<file path="src/rtl/spcpu_fetch_unit_pkg.sv">
// Shared types and constants for the spcpu instruction-fetch front end.
// Imported by the fetch unit, its halfword queue and the bench.
package spcpu_fetch_unit_pkg;

  typedef enum logic {
    cpu_data_acc_sz_8  = 1'b0,
    cpu_data_acc_sz_16 = 1'b1
  } cpu_data_acc_sz_t;

  localparam int FETCH_HW_WIDTH     = 16;
  localparam int INSTR_16_NUM_BYTES = 2;
  localparam int INSTR_32_NUM_BYTES = 4;
  localparam int FQ_COUNT_WIDTH     = 8;

  typedef logic [FETCH_HW_WIDTH-1:0] halfword_t;
  typedef logic [FQ_COUNT_WIDTH-1:0] fq_count_t;

  typedef enum logic [1:0] {
    FS_IDLE,
    FS_BUSY,
    FS_DISCARD
  } fetch_state_t;

  function automatic logic is_long(
    input halfword_t hw,
    input halfword_t mask,
    input halfword_t match
  );
    return (hw & mask) == match;
  endfunction

endpackage

</file>
<file path="src/rtl/spcpu_fetch_unit_if.sv">
// Memory-read and decoder-side signals of the fetch unit.
// master = fetch unit, slave = memory/decoder/redirect source.
interface spcpu_fetch_unit_if #(
  parameter int ADDR_WIDTH = 16
);
  logic                  mem_req;
  logic [ADDR_WIDTH-1:0] mem_addr;
  logic                  mem_acc_sz;
  logic                  mem_ack;
  logic [15:0]           mem_rdata;

  logic                  instr_valid;
  logic [15:0]           instr_hi;
  logic [15:0]           instr_lo;
  logic                  instr_is_32;
  logic [ADDR_WIDTH-1:0] instr_pc;
  logic                  instr_ready;

  logic                  redirect_valid;
  logic [ADDR_WIDTH-1:0] redirect_pc;

  modport master (
    output mem_req,
    output mem_addr,
    output mem_acc_sz,
    input  mem_ack,
    input  mem_rdata,
    output instr_valid,
    output instr_hi,
    output instr_lo,
    output instr_is_32,
    output instr_pc,
    input  instr_ready,
    input  redirect_valid,
    input  redirect_pc
  );

  modport slave (
    input  mem_req,
    input  mem_addr,
    input  mem_acc_sz,
    output mem_ack,
    output mem_rdata,
    input  instr_valid,
    input  instr_hi,
    input  instr_lo,
    input  instr_is_32,
    input  instr_pc,
    output instr_ready,
    output redirect_valid,
    output redirect_pc
  );

endinterface

</file>
<file path="src/rtl/spcpu_halfword_queue.sv">
// Circular halfword buffer: push 1, pop 0..2, flush, two-entry peek.
// DEPTH must be a power of two so the pointers wrap naturally.
module spcpu_halfword_queue
  import spcpu_fetch_unit_pkg::*;
#(
  parameter int DEPTH = 4
) (
  input  logic      clk,
  input  logic      reset,
  input  logic      flush,
  input  logic      push,
  input  halfword_t push_data,
  input  logic [1:0] pop,
  output halfword_t peek0,
  output halfword_t peek1,
  output fq_count_t count
);

  localparam int PTR_W = $clog2(DEPTH);

  halfword_t        slots [DEPTH];
  logic [PTR_W-1:0] head;
  logic [PTR_W-1:0] tail;
  logic [PTR_W-1:0] head_nx1;

  assign head_nx1 = head + PTR_W'(1);
  assign peek0    = slots[head];
  assign peek1    = slots[head_nx1];

  always_ff @(posedge clk) begin
    if (push && !flush) begin
      slots[tail] <= push_data;
    end
  end

  always_ff @(posedge clk) begin
    if (reset || flush) begin
      head  <= '0;
      tail  <= '0;
      count <= '0;
    end else begin
      if (push) begin
        tail <= tail + PTR_W'(1);
      end
      head  <= head + PTR_W'(pop);
      count <= count + fq_count_t'(push) - fq_count_t'(pop);
    end
  end

endmodule

</file>
<file path="src/rtl/spcpu_fetch_unit.sv">
// spcpu fetch front end: halfword prefetch, 16/32-bit instruction
// assembly, and redirect handling with in-flight response discard.
module spcpu_fetch_unit
  import spcpu_fetch_unit_pkg::*;
#(
  parameter int                    ADDR_WIDTH  = 16,
  parameter int                    QUEUE_DEPTH = 4,
  parameter logic [ADDR_WIDTH-1:0] RESET_PC    = '0,
  parameter halfword_t             LONG_MASK   = 16'hf000,
  parameter halfword_t             LONG_MATCH  = 16'hf000
) (
  input logic                clk,
  input logic                reset,
  spcpu_fetch_unit_if.master bus
);

  typedef logic [ADDR_WIDTH-1:0] addr_t;

  fetch_state_t state;
  logic         req;
  addr_t        req_addr;
  addr_t        fetch_pc;
  addr_t        head_pc;
  fq_count_t    count;
  fq_count_t    count_next;
  halfword_t    hw0;
  halfword_t    hw1;
  logic         head_long;
  logic         valid;
  logic         fire;
  logic         ack;
  logic         push;
  logic         redirect;
  logic [1:0]   pop;
  addr_t        redirect_addr;
  addr_t        fetch_pc_next;
  addr_t        head_pc_next;
  logic         has_room;

  assign redirect      = bus.redirect_valid;
  assign redirect_addr = bus.redirect_pc & ~addr_t'(1);
  assign ack           = req & bus.mem_ack;
  // Responses to a request issued before a redirect never enter the queue.
  assign push          = ack & (state != FS_DISCARD) & ~redirect;

  assign head_long = is_long(hw0, LONG_MASK, LONG_MATCH);
  assign valid     = head_long ? (count >= fq_count_t'(2))
                               : (count >= fq_count_t'(1));
  assign fire      = valid & bus.instr_ready;

  always_comb begin
    pop = 2'd0;
    if (fire && !redirect) begin
      pop = head_long ? 2'd2 : 2'd1;
    end
  end

  assign count_next = redirect ? '0
                    : count + fq_count_t'(push) - fq_count_t'(pop);
  assign has_room   = count_next < fq_count_t'(QUEUE_DEPTH);

  always_comb begin
    fetch_pc_next = fetch_pc;
    head_pc_next  = head_pc;
    if (redirect) begin
      fetch_pc_next = redirect_addr;
      head_pc_next  = redirect_addr;
    end else begin
      if (push) begin
        fetch_pc_next = fetch_pc + addr_t'(INSTR_16_NUM_BYTES);
      end
      if (fire) begin
        head_pc_next = head_long
                     ? head_pc + addr_t'(INSTR_32_NUM_BYTES)
                     : head_pc + addr_t'(INSTR_16_NUM_BYTES);
      end
    end
  end

  spcpu_halfword_queue #(
    .DEPTH (QUEUE_DEPTH)
  ) u_queue (
    .clk       (clk),
    .reset     (reset),
    .flush     (redirect),
    .push      (push),
    .push_data (bus.mem_rdata),
    .pop       (pop),
    .peek0     (hw0),
    .peek1     (hw1),
    .count     (count)
  );

  // A pending request is never withdrawn; it only changes on ack or idle.
  always_ff @(posedge clk) begin
    if (reset) begin
      state    <= FS_IDLE;
      req      <= 1'b0;
      req_addr <= RESET_PC;
      fetch_pc <= RESET_PC;
      head_pc  <= RESET_PC;
    end else begin
      fetch_pc <= fetch_pc_next;
      head_pc  <= head_pc_next;
      if (req && !bus.mem_ack) begin
        if (redirect) begin
          state <= FS_DISCARD;
        end
      end else begin
        req      <= has_room;
        req_addr <= fetch_pc_next;
        state    <= has_room ? FS_BUSY : FS_IDLE;
      end
    end
  end

  assign bus.mem_req     = req;
  assign bus.mem_addr    = req_addr;
  assign bus.mem_acc_sz  = cpu_data_acc_sz_16;
  assign bus.instr_valid = valid;
  assign bus.instr_hi    = hw0;
  assign bus.instr_lo    = head_long ? hw1 : '0;
  assign bus.instr_is_32 = head_long;
  assign bus.instr_pc    = head_pc;

endmodule

</file>
<file path="src/flat_wrapper.sv">
// flat-port wrapper written by rule: the top's interface ports become plain ports
module spcpu_fetch_unit_flat import spcpu_fetch_unit_pkg::*;
#(
  parameter int                    ADDR_WIDTH  = 16,
  parameter int                    QUEUE_DEPTH = 4,
  parameter logic [ADDR_WIDTH-1:0] RESET_PC    = '0,
  parameter halfword_t             LONG_MASK   = 16'hf000,
  parameter halfword_t             LONG_MATCH  = 16'hf000
)
  (clk, reset, bus_mem_req, bus_mem_addr, bus_mem_acc_sz, bus_mem_ack, bus_mem_rdata, bus_instr_valid, bus_instr_hi, bus_instr_lo, bus_instr_is_32, bus_instr_pc, bus_instr_ready, bus_redirect_valid, bus_redirect_pc);
  spcpu_fetch_unit_if #(.ADDR_WIDTH(ADDR_WIDTH)) bus_i ();
  input logic clk;
  input logic reset;
  output wire logic [$bits(bus_i.mem_req)-1:0] bus_mem_req;
  output wire logic [$bits(bus_i.mem_addr)-1:0] bus_mem_addr;
  output wire logic [$bits(bus_i.mem_acc_sz)-1:0] bus_mem_acc_sz;
  input wire logic [$bits(bus_i.mem_ack)-1:0] bus_mem_ack;
  input wire logic [$bits(bus_i.mem_rdata)-1:0] bus_mem_rdata;
  output wire logic [$bits(bus_i.instr_valid)-1:0] bus_instr_valid;
  output wire logic [$bits(bus_i.instr_hi)-1:0] bus_instr_hi;
  output wire logic [$bits(bus_i.instr_lo)-1:0] bus_instr_lo;
  output wire logic [$bits(bus_i.instr_is_32)-1:0] bus_instr_is_32;
  output wire logic [$bits(bus_i.instr_pc)-1:0] bus_instr_pc;
  input wire logic [$bits(bus_i.instr_ready)-1:0] bus_instr_ready;
  input wire logic [$bits(bus_i.redirect_valid)-1:0] bus_redirect_valid;
  input wire logic [$bits(bus_i.redirect_pc)-1:0] bus_redirect_pc;
  assign bus_mem_req = bus_i.mem_req;
  assign bus_mem_addr = bus_i.mem_addr;
  assign bus_mem_acc_sz = bus_i.mem_acc_sz;
  assign bus_i.mem_ack = bus_mem_ack;
  assign bus_i.mem_rdata = bus_mem_rdata;
  assign bus_instr_valid = bus_i.instr_valid;
  assign bus_instr_hi = bus_i.instr_hi;
  assign bus_instr_lo = bus_i.instr_lo;
  assign bus_instr_is_32 = bus_i.instr_is_32;
  assign bus_instr_pc = bus_i.instr_pc;
  assign bus_i.instr_ready = bus_instr_ready;
  assign bus_i.redirect_valid = bus_redirect_valid;
  assign bus_i.redirect_pc = bus_redirect_pc;
  spcpu_fetch_unit #(.ADDR_WIDTH(ADDR_WIDTH), .QUEUE_DEPTH(QUEUE_DEPTH), .RESET_PC(RESET_PC), .LONG_MASK(LONG_MASK), .LONG_MATCH(LONG_MATCH)) u_core (.clk(clk), .reset(reset), .bus(bus_i));
endmodule
</file>
<file path="config.mk">
export PLATFORM = sky130hd
export DESIGN_NAME = spcpu_fetch_unit_flat
export DESIGN_NICKNAME = d
export VERILOG_FILES = /design/src/rtl/spcpu_fetch_unit_pkg.sv /design/src/rtl/spcpu_fetch_unit_if.sv /design/src/rtl/spcpu_halfword_queue.sv /design/src/rtl/spcpu_fetch_unit.sv /design/src/flat_wrapper.sv
export SDC_FILE = /design/constraint.sdc
export NUM_CORES = 1
export LEC_CHECK = 0
export ABC_AREA = 1
export CAP_MARGIN = 20
export CORE_ASPECT_RATIO = 0.9
export CORE_MARGIN = 4
export CORE_UTILIZATION = 45
export DETAILED_ROUTE_END_ITERATION = 8
export GPL_TIMING_DRIVEN = 0
export PLACE_DENSITY_LB_ADDON = 0.3
export SLEW_MARGIN = 20
export SYNTH_ARGS = -nofsm -noshare
export SYNTH_HDL_FRONTEND = slang
export SYNTH_SLANG_ARGS = --single-unit
</file>
<file path="constraint.sdc">
create_clock -name clk -period 3.86 [get_ports clk]
set_input_delay 0.579 -clock clk [delete_from_list [all_inputs] [get_ports clk]]
set_output_delay 0.579 -clock clk [all_outputs]
set_load 0.005 [all_outputs]
</file>
---- Yosys cells after proc, flatten, opt, wreduce, memory -nomap -nowiden ----
Memory sizes are Yosys's and may differ from the RTL's. A register that Yosys moved wholly into a read port is not among the register bits.
Cells that the tools add are included.
operators by class
  add/subtract/negate cells ............... 8
  order comparisons ....................... 3
  muxes and demuxes ....................... 16
  reduce and logical (&&, ||, !) cells .... 8
  equal/unequal tests ..................... 3
  bitwise logic cells ..................... 5
operators by type and width
  operator                 number
  $mux W16                 6
  $add A16 B2 Y16 const B  2
  $add A16 B3 Y16 const B  1
  $mux W2                  5
  $add A8 B1 Y8            1
  $ge A8 B1 Y1 const B     1
  $ge A8 B2 Y1 const B     1
  $lt A8 B3 Y1 const B     1
  $mux W8                  1
  $sub A8 B2 Y8            1
  $add A2 B1 Y2 const B    2
  $and A1 B1 Y1            4
  $eq A4 B4 Y1 const B     1
  $mux W1                  4
  $ne A2 B2 Y1 const B     2
  $logic_and A1 B1 Y1      3
  $add A2 B2 Y2            1
  $logic_not A1 Y1         2
  $reduce_bool A2 Y1       1
  $reduce_or A2 Y1         1
  $logic_or A1 B1 Y1       1
  $not A1 Y1               1
word-level totals
  input bits .............................. 37
  bits in writable memories ............... 64
  logic and storage cells ................. 53
  output and inout bits ................... 68
  bits in registers ....................... 63
  memories ................................ 1
memory list
  name                  depth  bits a word  read ports  clocked after memory_dff  wr ports  line                        source
  u_core.u_queue.slots  4      16           2           1                         1         spcpu_halfword_queue.sv:21  halfword_t slots [DEPTH];

---- Depth between registers and ports, before layout ----
Gate-level depths: netlist of the first run.
  depth after elaboration ................. 10
  depth in mapped cells ................... 27
  depth with buffers taken out ............ 26

---- Cells and area by module ----
A second synthesis of the first run with hierarchy kept.
unflattened totals
  cell total of the unflattened synthesis .. 940
  area, all modules ....................... 7304.5 um2
modules (own cells, without submodules)
  module                instances  area each (um2)  sequential area each (um2)  cells an instance
  spcpu_halfword_queue  1          3709.8           2162.1                      373
  spcpu_fetch_unit      1          3594.7           1001.0                      567

---- Worst setup path before layout of the first run ----
OpenSTA, ideal clock, no wires.
  path kind ............................... reg2reg
  start point ............................. register u_core.u_queue.head[0] (netlist name)
  end point ............................... register u_core.state[0]
  data arrival time ....................... 2.847 ns
  stages on the path, launching flop included .. 25
  path slack .............................. 0.949 ns
  buffers on the path ..................... 1
  clock period less this slack ............ 2.911 ns
  required time ........................... 3.796 ns
  setup time .............................. 0.064 ns
  cells stage by stage .................... dfxtp_1 > buf_4 > nand2_1 > nand3_1 > nand2_2 > nor2_4 > nand2_4 > nand2_1 > nand3_2 > nor2_2 > nand3_1 > nand2_1 > ha_1 > inv_1 > fa_1 > inv_1 > nand3_1 > nand2_1 > xor2_1 > nand3_1 > nor2_1 > nand3_1 > nand2_1 > nand2_1 > nor2_1
RTL lines
  element                 line                     source
  end signal: assignment  spcpu_fetch_unit.sv:112  state <= has_room ? FS_BUSY : FS_IDLE;
  end: declaration        spcpu_fetch_unit.sv:19   fetch_state_t state;

---- Final worst setup path of the first run ----
  start point ............................. register u_core.u_queue.head[1]
  end point ............................... output port bus_instr_lo[13]
on the way
  cells in the longest elaborated chain, start to end .. 3
RTL lines
  element                   line                        source
  start: declaration        spcpu_halfword_queue.sv:22  logic [PTR_W-1:0] head;
  start signal: assignment  spcpu_halfword_queue.sv:45  head <= head + PTR_W'(pop);
  $add A2 B1 Y2             spcpu_halfword_queue.sv:26  assign head_nx1 = head + PTR_W'(1);
  $mem_v2 Z4 W16            -
  $mux W16                  spcpu_fetch_unit.sv:122     assign bus.instr_lo = head_long ? hw1 : '0;
  end: declaration          flat_wrapper.sv:21          output wire logic [$bits(bus_i.instr_lo)-1:0] bus_instr_lo;
No other way between the ends.

==> impl_metrics.csv, run 1 <==
group,metric,value,unit
clock_network,clk_pin_slew,0.06,ns
sta,max_freq,0.284,GHz
worst_setup_path,worst-endpoint-arrival,2.94,ns
sta,period_minus_slack,3.52,ns
grt,gr-total-overflow,0,
logic_synthesis,synth-simple-area-share,0.246,
clock_network,post_cts_resize_count,0,
power,design_power_total,4.55,mW
logic_synthesis,synthDistinctLibCells,42,
logic_synthesis,post_synthesis_cell_count,867,
worst_setup_path,crit_slowest_cell,"clkdlybuf4s50_1",
placed_design,gpl.final_weighted_congestion,0.904,
grt,grt_use_total,0.221,
grt,grt_pass1_vias,5856,
worst_setup_path,critPathBufInv,4,
finish,antenna-diode-count,0,
finish,area_growth_syn_to_layout,28.0,%
route,dr_total_vias,6316,
finish,commonest_non_fill_non_tap_cell_in_the_layout,"nand2_1",
route,detail_route.first_pass.iterations,6,
clock_network,cts.sinks,126,
clock_network,max-clock-path-buffers,2,
logic_synthesis,flop_and_latch_count_out_of_synthesis,126,
logic_synthesis,netlist.top_cell.by_area,"edfxtp_1",
clock_network,cts_setup_buffers,0,
logic_synthesis,synth_area_leaders,"edfxtp_1 (28%), dfxtp_1 (18%), nand2_1 (14%), inv_1 (5.0%), nor2_1 (4.8%)",
sta,finalSetupTns,0,ns
logic_synthesis,synth-warning-count,0,
die,die-height,125,microns
logic_synthesis,synthesis.area,6820,sq um
clock_network,cts.hold.buffers_added,0,
logic_synthesis,fraction_of_synthesized_cell_area_in_xor_and_xnor_cells,0.0347,
clock_network,clock_tree.htree_level_count,4,
route,finalWirelength,18.9,mm
finish,final_core_util,0.591,
logic_synthesis,post_synth_fa_ha_maj_area_fraction,0.0433,
sta,layout_worst_path_cycle_share,0.912,
sta,finClkSkew,0.0120,ns
route,vias_per_cell,5.25,
die,initial_core_util,0.462,
power,cellPowerDensity,522,nW/um^2
finish,layout.nets,1051,
route,route.detailed.drc,0,
logic_synthesis,synth_edf_count,64,
sta,worst-slew-pin-transition,0.704,ns
placed_design,io_buffers,101,
worst_setup_path,cp_slowest_stage_delay,0.56,ns
power,static-leakage-power,3.63,nW
die,die_width,138,microns
worst_setup_path,crit_chain,"buf_2 -> nor2_1 -> inv_1 -> clkbuf_1 -> nand2_1 -> a31oi_1 -> clkdlybuf4s50_1",
die,fp.dieArea,17200,sq um
finish,fillerInstances,1307,
logic_synthesis,async_flop_share,0,
logic_synthesis,postSynthAreaPerCell,7.87,sq um
logic_synthesis,share_of_the_synthesized_area_in_compound_gates_ao_oa_aoi_oai,0.126,
worst_setup_path,critical_path.top_delay_family,"buffers and inverters",
route,postRouteAntennaNets,0,
sta,grt_setup_unrepaired,"false",
worst_setup_path,largest_fanout_on_the_critical_path,10,
min_path,min_path_type,"reg2reg",
die,fp-row-count,42,
grt,grt_start_max_net_pins,17,
logic_synthesis,yosys-mux-area-fraction,0,
clock_network,tritoncts,"yes",
worst_setup_path,required,3.28,ns
sta,fin_worst_hold_slack,0.438,ns
logic_synthesis,postSynthNetCount,927,
logic_synthesis,main_combinational_cell_family_by_area_after_synthesis,"simple AND/OR/NAND/NOR gates",
grt,global_route_wire_length_before_repair,29.9,mm
clock_network,clockRootBuffer,"clkbuf_16",
finish,most_frequent_cells_in_the_layout,"nand2_1 (256), clkdlybuf4s50_1 (101), inv_1 (91)",
sta,timing.max_slew.rel_slack,0.529,
worst_setup_path,crit_type,"reg2out",
finish,layout-drive-gt1-share,0.0737,
logic_synthesis,synthDominantCellAreaShare,0.282,
die,num_io_pins,105,
power,vdd.ir_drop.worst,436,uV
clock_network,clk-insertion-delay-late,0.43,ns
route,routed_wire_length_per_instance,15.7,microns
sta,timing.final.max_slew_violations,0,
run_status,status,"completed",
die,core-area,14800,sq um
job,max_cap_violations,0,
clock_network,cts-buffers-inserted,17,
sta,count_of_endpoints_failing_hold_in_the_final_timing_report,0,
grt,grt_antenna_before_repair,0,
placed_design,dp.final_hpwl,13.5,mm
logic_synthesis,yosysSeqAreaShare,0.464,
route,detailedRoute.firstIterationViolations,571,
sta,setup-violations-final,0,
logic_synthesis,ys.flop_type,"edfxtp_1",
worst_setup_path,critical_path.startpoint_type,"flip-flop",
worst_setup_path,setup.worst_path.end_class,"output port",
==> worst min-delay path, cell delays in order, from the launching register on <==
cell	delay, ns
dfxtp_1	0.31
nand2_1	0.06
inv_1	0.04
==> synthesized netlist by cell type (4+ instances only) <==
master    count
buf_6         6
o21ai_0      49
edfxtp_1     64
xor2_1       21
a22o_1       14
nor2_1       87
a21oi_1      32
clkbuf_1     21
nand3_1      35
nand4_1      12
nand2_1     256
a31oi_1      16
buf_4         4
buf_2         6
dfxtp_1      62
o22ai_1      25
nor3_1        6
inv_1        91
ha_1         22
xnor2_1       6
inv_2         4
==> power by group <==
part,switching (mW),internal (mW),total [mW]
Clock,0.627,0.972,1.60
Combinational,0.760,0.575,1.34
Sequential,0.0915,1.53,1.62
==> cells by family after synthesis <==
group / after synthesis
xor+xnor: 27
simple gates: 408
flops: 126
buf+inv: 135
compound gates: 146
fa+ha+maj: 23
other cells: 2
==> state kept, by name, summed over array words and instances, names as in the netlist <==
| register | flops |
|---|---|
| u_core.u_queue.slots | 64 |
| u_core.u_queue.tail | 2 |
| u_core.bus.mem_addr | 16 |
| u_core.u_queue.head | 2 |
| u_core.state | 2 |
| u_core.bus.mem_req | 1 |
| u_core.bus.instr_pc | 15 |
| u_core.u_queue.count | 8 |
| u_core.fetch_pc | 16 |
==> through the flow <==
step           area [sq um]  setup slack [ns]  instances
5_1_grt                8730            0.0326       1202
3_3_place_gp           8080             0.329       1166
4_1_cts                8730             0.383       1202
2_1_floorplan          6820             0.949        867
6_report               8730             0.340       1202
3_5_place_dp           8130             0.306       1170
==> cell type report <==
type | instances | area [sq um] | area share
clock inverters | 12 | 118 | 0.0135
inverters | 97 | 367 | 0.0420
plain buffers | 38 | 211 | 0.0242
multi-input cells | 606 | 3090 | 0.354
well taps | 198 | 248 | 0.0284
clock buffers | 20 | 478 | 0.0548
repair buffers | 105 | 1060 | 0.121
flip-flops and latches | 126 | 3160 | 0.362
==> path summary, 6_finish.rpt <==
path / startpoint / endpoint / slack (ns) / depth (start not counted)
min: u_core.fetch_pc[0] / u_core.fetch_pc[0] / 0.44 / 2
min reg2reg: u_core.fetch_pc[0] / u_core.fetch_pc[0] / 0.44 / 2
max reg2reg: u_core.u_queue.head[0] / u_core.state[0] / 0.38 / 24
max: u_core.u_queue.head[1] / bus_instr_lo[13] / 0.34 / 7
==> layer usage <==
layer | track usage | wire length [microns]
met1 | 0.311 | 8260
met2 | 0.342 | 8740
met3 | 0.0501 | 1610
met4 | 0.0598 | 300
met5 | 0 | 0
No activity file was read; power rests on OpenSTA's default activity.
==> run 2, diff against run 1 <==
==> constraint.sdc (replaced) <==
create_clock -name clk -period 3.35 [get_ports clk]
set_input_delay 0.5025 -clock clk [delete_from_list [all_inputs] [get_ports clk]]
set_output_delay 0.5025 -clock clk [all_outputs]
set_load 0.005 [all_outputs]
==> impl_metrics.csv, run 2 (synthesis gave the netlist of run 1 again) <==
group,metric,value,unit
finish,area_growth_syn_to_layout,29.6,%
route,routed_wire_length_per_instance,15.8,microns
power,power.share.switching,0.327,
grt,global_route_wire_length_before_repair,29.9,mm
worst_setup_path,largest_fanout_on_the_critical_path,10,
route,detailedRoute.firstIterationViolations,543,
finish,antenna-diode-count,0,
sta,layout_worst_path_cycle_share,0.970,
job,max_cap_violations,0,
placed_design,gpl.final_weighted_congestion,0.904,
clock_network,clockRootBuffer,"clkbuf_16",
worst_setup_path,crit_type,"reg2out",
grt,gr-total-overflow,0,
power,p_sw,1.74,mW
route,route.detailed.drc,0,
sta,count_of_endpoints_failing_hold_in_the_final_timing_report,0,
worst_setup_path,worstReg2RegStart,"u_core.u_queue.head[0]",
worst_setup_path,crit_slowest_cell,"clkdlybuf4s50_1",
min_path,min_path_type,"reg2reg",
clock_network,cts-buffers-inserted,17,
finish,registers.top_by_ff_count,"u_core.u_queue.slots",
worst_setup_path,reg2reg_depth,24,
route,vias_per_cell,5.30,
power,vdd.ir_drop.worst,499,uV
grt,grt_use_total,0.221,
route,postRouteAntennaNets,0,
clock_network,max-clock-path-buffers,2,
finish,commonest_non_fill_non_tap_cell_in_the_layout,"nand2_1",
route,finalWirelength,19.0,mm
worst_setup_path,critical_path.startpoint_type,"flip-flop",
clock_network,clk_pin_slew,0.06,ns
placed_design,dp.final_hpwl,13.5,mm
sta,timing.final.max_slew_violations,0,
die,fp-row-count,42,
die,die-height,125,microns
sta,timing.max_slew.rel_slack,0.516,
sta,setup-violations-final,0,
power,power.share.combinational,0.301,
power,clockPowerShare,0.347,
min_path,hold_depth,2,
die,core-area,14800,sq um
run_status,status,"completed",
placed_design,io_buffers,101,
worst_setup_path,crit_path_frequent_cell,"buf_6",
power,power.sequential.fraction,0.351,
worst_setup_path,regToRegEndpoint,"u_core.state[0]",
worst_setup_path,cp-startpoint,"u_core.u_queue.head[0]",
clock_network,clk-insertion-delay-late,0.43,ns
power,design_power_total,5.32,mW
die,initial_core_util,0.462,
finish,most_frequent_cells_in_the_layout,"nand2_1 (251), clkdlybuf4s50_1 (101), inv_1 (88)",
finish,largest_reg_flops,64,
worst_setup_path,required,2.85,ns
sta,grt_setup_unrepaired,"true",
finish,layout.nets,1053,
die,num_io_pins,105,
clock_network,cts.sinks,126,
die,die_width,138,microns
grt,grt_antenna_before_repair,0,
clock_network,clock_tree.htree_level_count,4,
worst_setup_path,crit_path_end,"bus_instr_lo[14]",
sta,period_minus_slack,3.25,ns
grt,grt_start_max_net_pins,17,
power,cellPowerDensity,602,nW/um^2
die,fp.dieArea,17200,sq um
grt,grt_pass1_vias,5849,
route,dr_total_vias,6377,
worst_setup_path,cp_slowest_stage_delay,0.54,ns
sta,finClkSkew,0.0106,ns
power,power.internal,3.58,mW
worst_setup_path,setup.worst_path.end_class,"output port",
worst_setup_path,worst-endpoint-arrival,2.75,ns
sta,max_freq,0.308,GHz
sta,worst-slew-pin-transition,0.723,ns
clock_network,tritoncts,"yes",
sta,fin_worst_hold_slack,0.438,ns
power,static-leakage-power,3.65,nW
finish,layout-drive-gt1-share,0.0954,
worst_setup_path,crit_chain,"inv_2 -> buf_6 -> nand2_1 -> nand3_1 -> nand2_2 -> nor2_4 -> nand2_4 -> buf_4 -> buf_6 -> buf_2 -> a31oi_1 -> clkdlybuf4s50_1",
worst_setup_path,ff2ff_setup_slack,0.21,ns
route,detail_route.first_pass.iterations,5,
clock_network,cts.hold.buffers_added,0,
==> run 2: cell types whose count changed in the layout (fill, tap and decap cells not counted), moves of 2 or more <==
cell      delta
inv_2        +3
buf_4        +2
ha_1         -3
ha_4         +2
nand2_1      -5
dfxtp_1      -2
inv_1        -3
nand2_2      +4
clkbuf_2     +2
clkbuf_1     -3
==> run 2: critical path, delay by kind of cell (launching register included) <==
family	cells	cell delay (ns)
compound gates	1	0.23
simple gates	5	0.45
buf+inv	6	1.28
flops	1	0.36
==> run 2: worst min path at each step <==
stage / startpoint / endpoint / slack [ns]
global placement: u_core.fetch_pc[0] / u_core.fetch_pc[0] / 0.42
detailed placement: u_core.fetch_pc[0] / u_core.fetch_pc[0] / 0.43
floorplan: u_core.fetch_pc[0] / u_core.fetch_pc[0] / 0.41
global route: u_core.fetch_pc[0] / u_core.fetch_pc[0] / 0.46
CTS: u_core.fetch_pc[0] / u_core.fetch_pc[0] / 0.44
finish: u_core.fetch_pc[0] / u_core.fetch_pc[0] / 0.44
==> run 2: timing repair <==
item                       in CTS  in global routing
setup endpoints to repair       4                 21
pin swaps                       0                  5
buffers inserted                0                  3
resized for setup               3                 27
==> run 2: power groups by stage <==
stage                     clock (mW)  sequential [mW]  combinational, mW
after floorplan                    0             1.88              0.957
after global placement             0             1.90               1.49
after detailed placement           0             1.89               1.51
after CTS                       1.85             1.86               1.54
after global routing            1.93             1.89               1.80
final                           1.85             1.87               1.60
==> run 2: layout make-up <==
| type | count | area [sq um] |
|---|---|---|
| tap | 198 | 248 |
| timing repair buffer | 108 | 1080 |
| fill | 1290 | 5930 |
| clock inverter | 12 | 118 |
| multi-input combinational | 606 | 3160 |
| clock buffer | 20 | 478 |
| inverter | 97 | 367 |
| buffer | 37 | 220 |
| sequential | 126 | 3170 |
==> run 2: stage by stage <==
step	setup TNS (ns)	util	worst slack, ns	area (sq um)	cells
after global placement	-0.309	0.547	-0.104	8080	1166
after CTS	0	0.591	0.00202	8730	1201
final	0	0.599	0.101	8840	1204
after global routing	-0.153	0.599	-0.0782	8840	1204
after detailed placement	-0.218	0.551	-0.128	8130	1170
after floorplan	0	-	0.439	6820	867
==> run 2: metal layers <==
| metal | wire [microns] | track usage | up-vias |
|---|---|---|---|
| met2 | 8880 | 0.344 | 278 |
| met5 | 0 | 0 | - |
| met3 | 1550 | 0.0489 | 18 |
| met4 | 201 | 0.0598 | 0 |
| met1 | 8410 | 0.311 | 2963 |
| li1 | - | - | 3118 |
==> run 3, diff against run 2 <==
--- a/config.mk
+++ b/config.mk
@@ -5,7 +5,6 @@
 export SDC_FILE = /design/constraint.sdc
 export NUM_CORES = 1
 export LEC_CHECK = 0
-export ABC_AREA = 1
 export CAP_MARGIN = 20
 export CORE_ASPECT_RATIO = 0.9
 export CORE_MARGIN = 4
==> impl_metrics.csv, run 3 <==
group,metric,value,unit
run_status,status,"complete, but fails checks",
run_status,violations,"negative setup slack",
logic_synthesis,netlist.top_cell.by_area,"edfxtp_1",
sta,fin_worst_hold_slack,0.458,ns
power,power.share.switching,0.309,
finish,antenna-diode-count,0,
worst_setup_path,reg2reg_depth,16,
sta,setup-violations-final,2,
finish,layout-drive-gt1-share,0.151,
power,power.share.combinational,0.359,
sta,max_freq,0.285,GHz
worst_setup_path,crit_type,"reg2reg",
power,cellPowerDensity,669,nW/um^2
clock_network,cts.hold.buffers_added,0,
finish,most_frequent_cells_in_the_layout,"clkdlybuf4s50_1 (100), edfxtp_1 (64), dfxtp_1 (61)",
finish,registers.top_by_ff_count,"u_core.u_queue.slots",
power,vdd.ir_drop.worst,417,uV
worst_setup_path,largest_fanout_on_the_critical_path,7,
route,detail_route.first_pass.iterations,7,
clock_network,max-clock-path-buffers,2,
route,detailedRoute.firstIterationViolations,430,
power,clockPowerShare,0.300,
route,route.detailed.drc,0,
die,die-height,119,microns
worst_setup_path,required,3.69,ns
worst_setup_path,worst-endpoint-arrival,3.85,ns
die,fp-row-count,40,
grt,global_route_wire_length_before_repair,25.2,mm
grt,grt_pass1_vias,4819,
sta,finClkSkew,0.0109,ns
grt,grt_antenna_before_repair,0,
sta,grt_setup_unrepaired,"true",
route,dr_total_vias,4725,
grt,gr-total-overflow,0,
placed_design,gpl.final_weighted_congestion,0.876,
logic_synthesis,synth_area_leaders,"edfxtp_1 (31%), dfxtp_1 (20%), mux4_2 (12%), ha_1 (4.4%), xnor2_1 (2.7%)",
die,fp.dieArea,15700,sq um
sta,worst-slew-pin-transition,0.974,ns
sta,timing.final.max_slew_violations,0,
clock_network,cts.sinks,126,
route,postRouteAntennaNets,0,
power,design_power_total,5.41,mW
power,power.sequential.fraction,0.341,
die,initial_core_util,0.462,
logic_synthesis,postSynthAreaPerCell,12.1,sq um
worst_setup_path,cp-startpoint,"u_core.u_queue.head[0]",
die,die_width,132,microns
clock_network,clockRootBuffer,"clkbuf_16",
finish,commonest_non_fill_non_tap_cell_in_the_layout,"clkdlybuf4s50_1",
power,power.internal,3.74,mW
logic_synthesis,synthDominantCellAreaShare,0.310,
logic_synthesis,yosysSeqAreaShare,0.511,
sta,timing.final.ws_setup,-0.162,ns
clock_network,cts-buffers-inserted,17,
route,vias_per_cell,5.79,
job,max_cap_violations,0,
worst_setup_path,setup.worst_path.end_class,"flip-flop",
die,core-area,13400,sq um
logic_synthesis,ys_top_cells_by_count,"edfxtp_1 (64), dfxtp_1 (62), mux4_2 (32), nor2_1 (26), inv_1 (25)",
logic_synthesis,synth-warning-count,0,
power,static-leakage-power,2.83,nW
grt,grt_start_max_net_pins,20,
logic_synthesis,ys.flop_type,"edfxtp_1",
worst_setup_path,critical_path.startpoint_type,"flip-flop",
sta,layout_worst_path_cycle_share,1.05,
clock_network,clk_pin_slew,0.05,ns
clock_network,tritoncts,"yes",
placed_design,io_buffers,100,
placed_design,place.detailed.instances,780,
finish,instances_no_fill,816,
finish,largest_reg_flops,64,
logic_synthesis,async_flop_share,0,
logic_synthesis,synthesis.area,6190,sq um
placed_design,dp.final_hpwl,11.4,mm
clock_network,clock_tree.htree_level_count,4,
logic_synthesis,synthDistinctLibCells,57,
sta,period_minus_slack,3.51,ns
route,routed_wire_length_per_instance,19.4,microns
route,finalWirelength,15.8,mm
min_path,min_path_type,"reg2reg",
worst_setup_path,regToRegEndpoint,"u_core.state[0]",
sta,count_of_endpoints_failing_hold_in_the_final_timing_report,0,
logic_synthesis,postSynthNetCount,572,
die,num_io_pins,105,
logic_synthesis,post_synthesis_cell_count,512,
power,p_sw,1.67,mW
logic_synthesis,synth_edf_count,64,
worst_setup_path,crit_path_end,"u_core.state[0]",
finish,layout.nets,695,
worst_setup_path,worstReg2RegStart,"u_core.u_queue.head[0]",
logic_synthesis,post-synth-top-count-cell,"edfxtp_1",
logic_synthesis,flop_and_latch_count_out_of_synthesis,126,
finish,area_growth_syn_to_layout,30.6,%
grt,grt_use_total,0.202,
worst_setup_path,ff2ff_setup_slack,-0.16,ns
clock_network,clk-insertion-delay-late,0.41,ns
sta,timing.max_slew.rel_slack,0.350,
## run 3: cell types whose count changed in the layout (fill, tap and decap cells not counted), moves of 12 or more
cell | before | now
inv_1 | 88 | 23
a22o_1 | 14 | 0
nor2b_1 | 0 | 18
nand3_1 | 34 | 13
nor2_1 | 83 | 26
o22ai_1 | 25 | 1
xnor2_1 | 6 | 18
o21a_1 | 0 | 15
o21ai_0 | 48 | 7
a21oi_1 | 31 | 13
nand2_1 | 251 | 23
mux4_2 | 0 | 32
## run 3: worst max-delay path: stages, from the launching register on
cell and delay, ns:
dfxtp_2 0.32, buf_6 0.13, mux4_2 0.55, nand4_4 0.15, nand2_1 0.10, a21oi_4 0.16, xnor2_1 0.14, nor2_1 0.06
ha_1 0.23, inv_2 0.08, fa_2 0.21, nand2b_4 0.13, a21oi_4 0.06, or3_4 0.35, a2111oi_4 0.37, nand4b_1 0.23
a21oi_2 0.17
## run 3: worst min path at each step
stage,start,endpoint,cells after the start
4_1_cts,u_core.bus.mem_addr[14],u_core.bus.mem_addr[14],2
2_1_floorplan,u_core.fetch_pc[0],u_core.fetch_pc[0],1
6_report,u_core.fetch_pc[0],u_core.fetch_pc[0],1
3_3_place_gp,u_core.state[1],u_core.state[1],1
5_1_grt,u_core.bus.mem_addr[14],u_core.bus.mem_addr[14],2
3_5_place_dp,u_core.fetch_pc[0],u_core.fetch_pc[0],1
## run 3: repair_timing
item                       CTS  global route
resized for setup           10            14
pin swaps                    8             6
cloned                       0             0
setup buffers                6             2
setup endpoints to repair   25            20
## run 3: area by class of cell
cell class | count | area (sq um)
fillers | 1043 | 5320
flip-flops and latches | 126 | 3160
multi-input cells | 331 | 2910
repair buffers | 108 | 1060
clock buffers | 25 | 487
well taps | 168 | 210
plain buffers | 23 | 109
inverters | 28 | 109
clock inverters | 7 | 38.8
## run 3: metrics by stage
stage	TNS, ns	instance area (sq um)	utilization	worst slack [ns]
floorplan	-0.0586	6220	-	-0.0586
global placement	-3.65	7430	0.554	-1.04
detailed placement	-4.14	7430	0.554	-1.14
CTS	-0.417	8030	0.599	-0.248
global route	-1.27	8090	0.603	-0.313
finish	-0.247	8090	0.603	-0.162
## run 3: cells by family (layout without fill, tap and decap cells)
family / Yosys count / in the layout / share of synthesized area
flip-flops: 126 / 126 / 0.511
multiplexers: 35 / 35 / 0.121
AND/OR/NAND/NOR: 146 / 146 / 0.127
adder cells (fa/ha/maj): 23 / 23 / 0.0477
AO/OA/AOI/OAI: 96 / 96 / 0.114
other: 2 / 2 / 0.00121
XOR/XNOR: 29 / 29 / 0.0410
buffers and inverters: 55 / 191 / 0.0368
## run 3: power by group through the flow
stage	logic (mW)	clock network (mW)	registers, mW
2_1_floorplan	1.08	0	1.85
3_3_place_gp	1.61	0	1.86
3_5_place_dp	1.65	0	1.87
4_1_cts	1.81	1.64	1.84
5_1_grt	2.11	1.72	1.86
6_report	1.94	1.63	1.84
## run 3: per-layer routing
metal	part of all wire	track usage	vias up	routed length, microns
li1	-	-	2172	-
met1	0.44	0.269	2355	6920
met2	0.48	0.328	180	7660
met3	0.067	0.0562	18	1060
met4	0.011	0.0551	0	180
met5	0	0	-	0
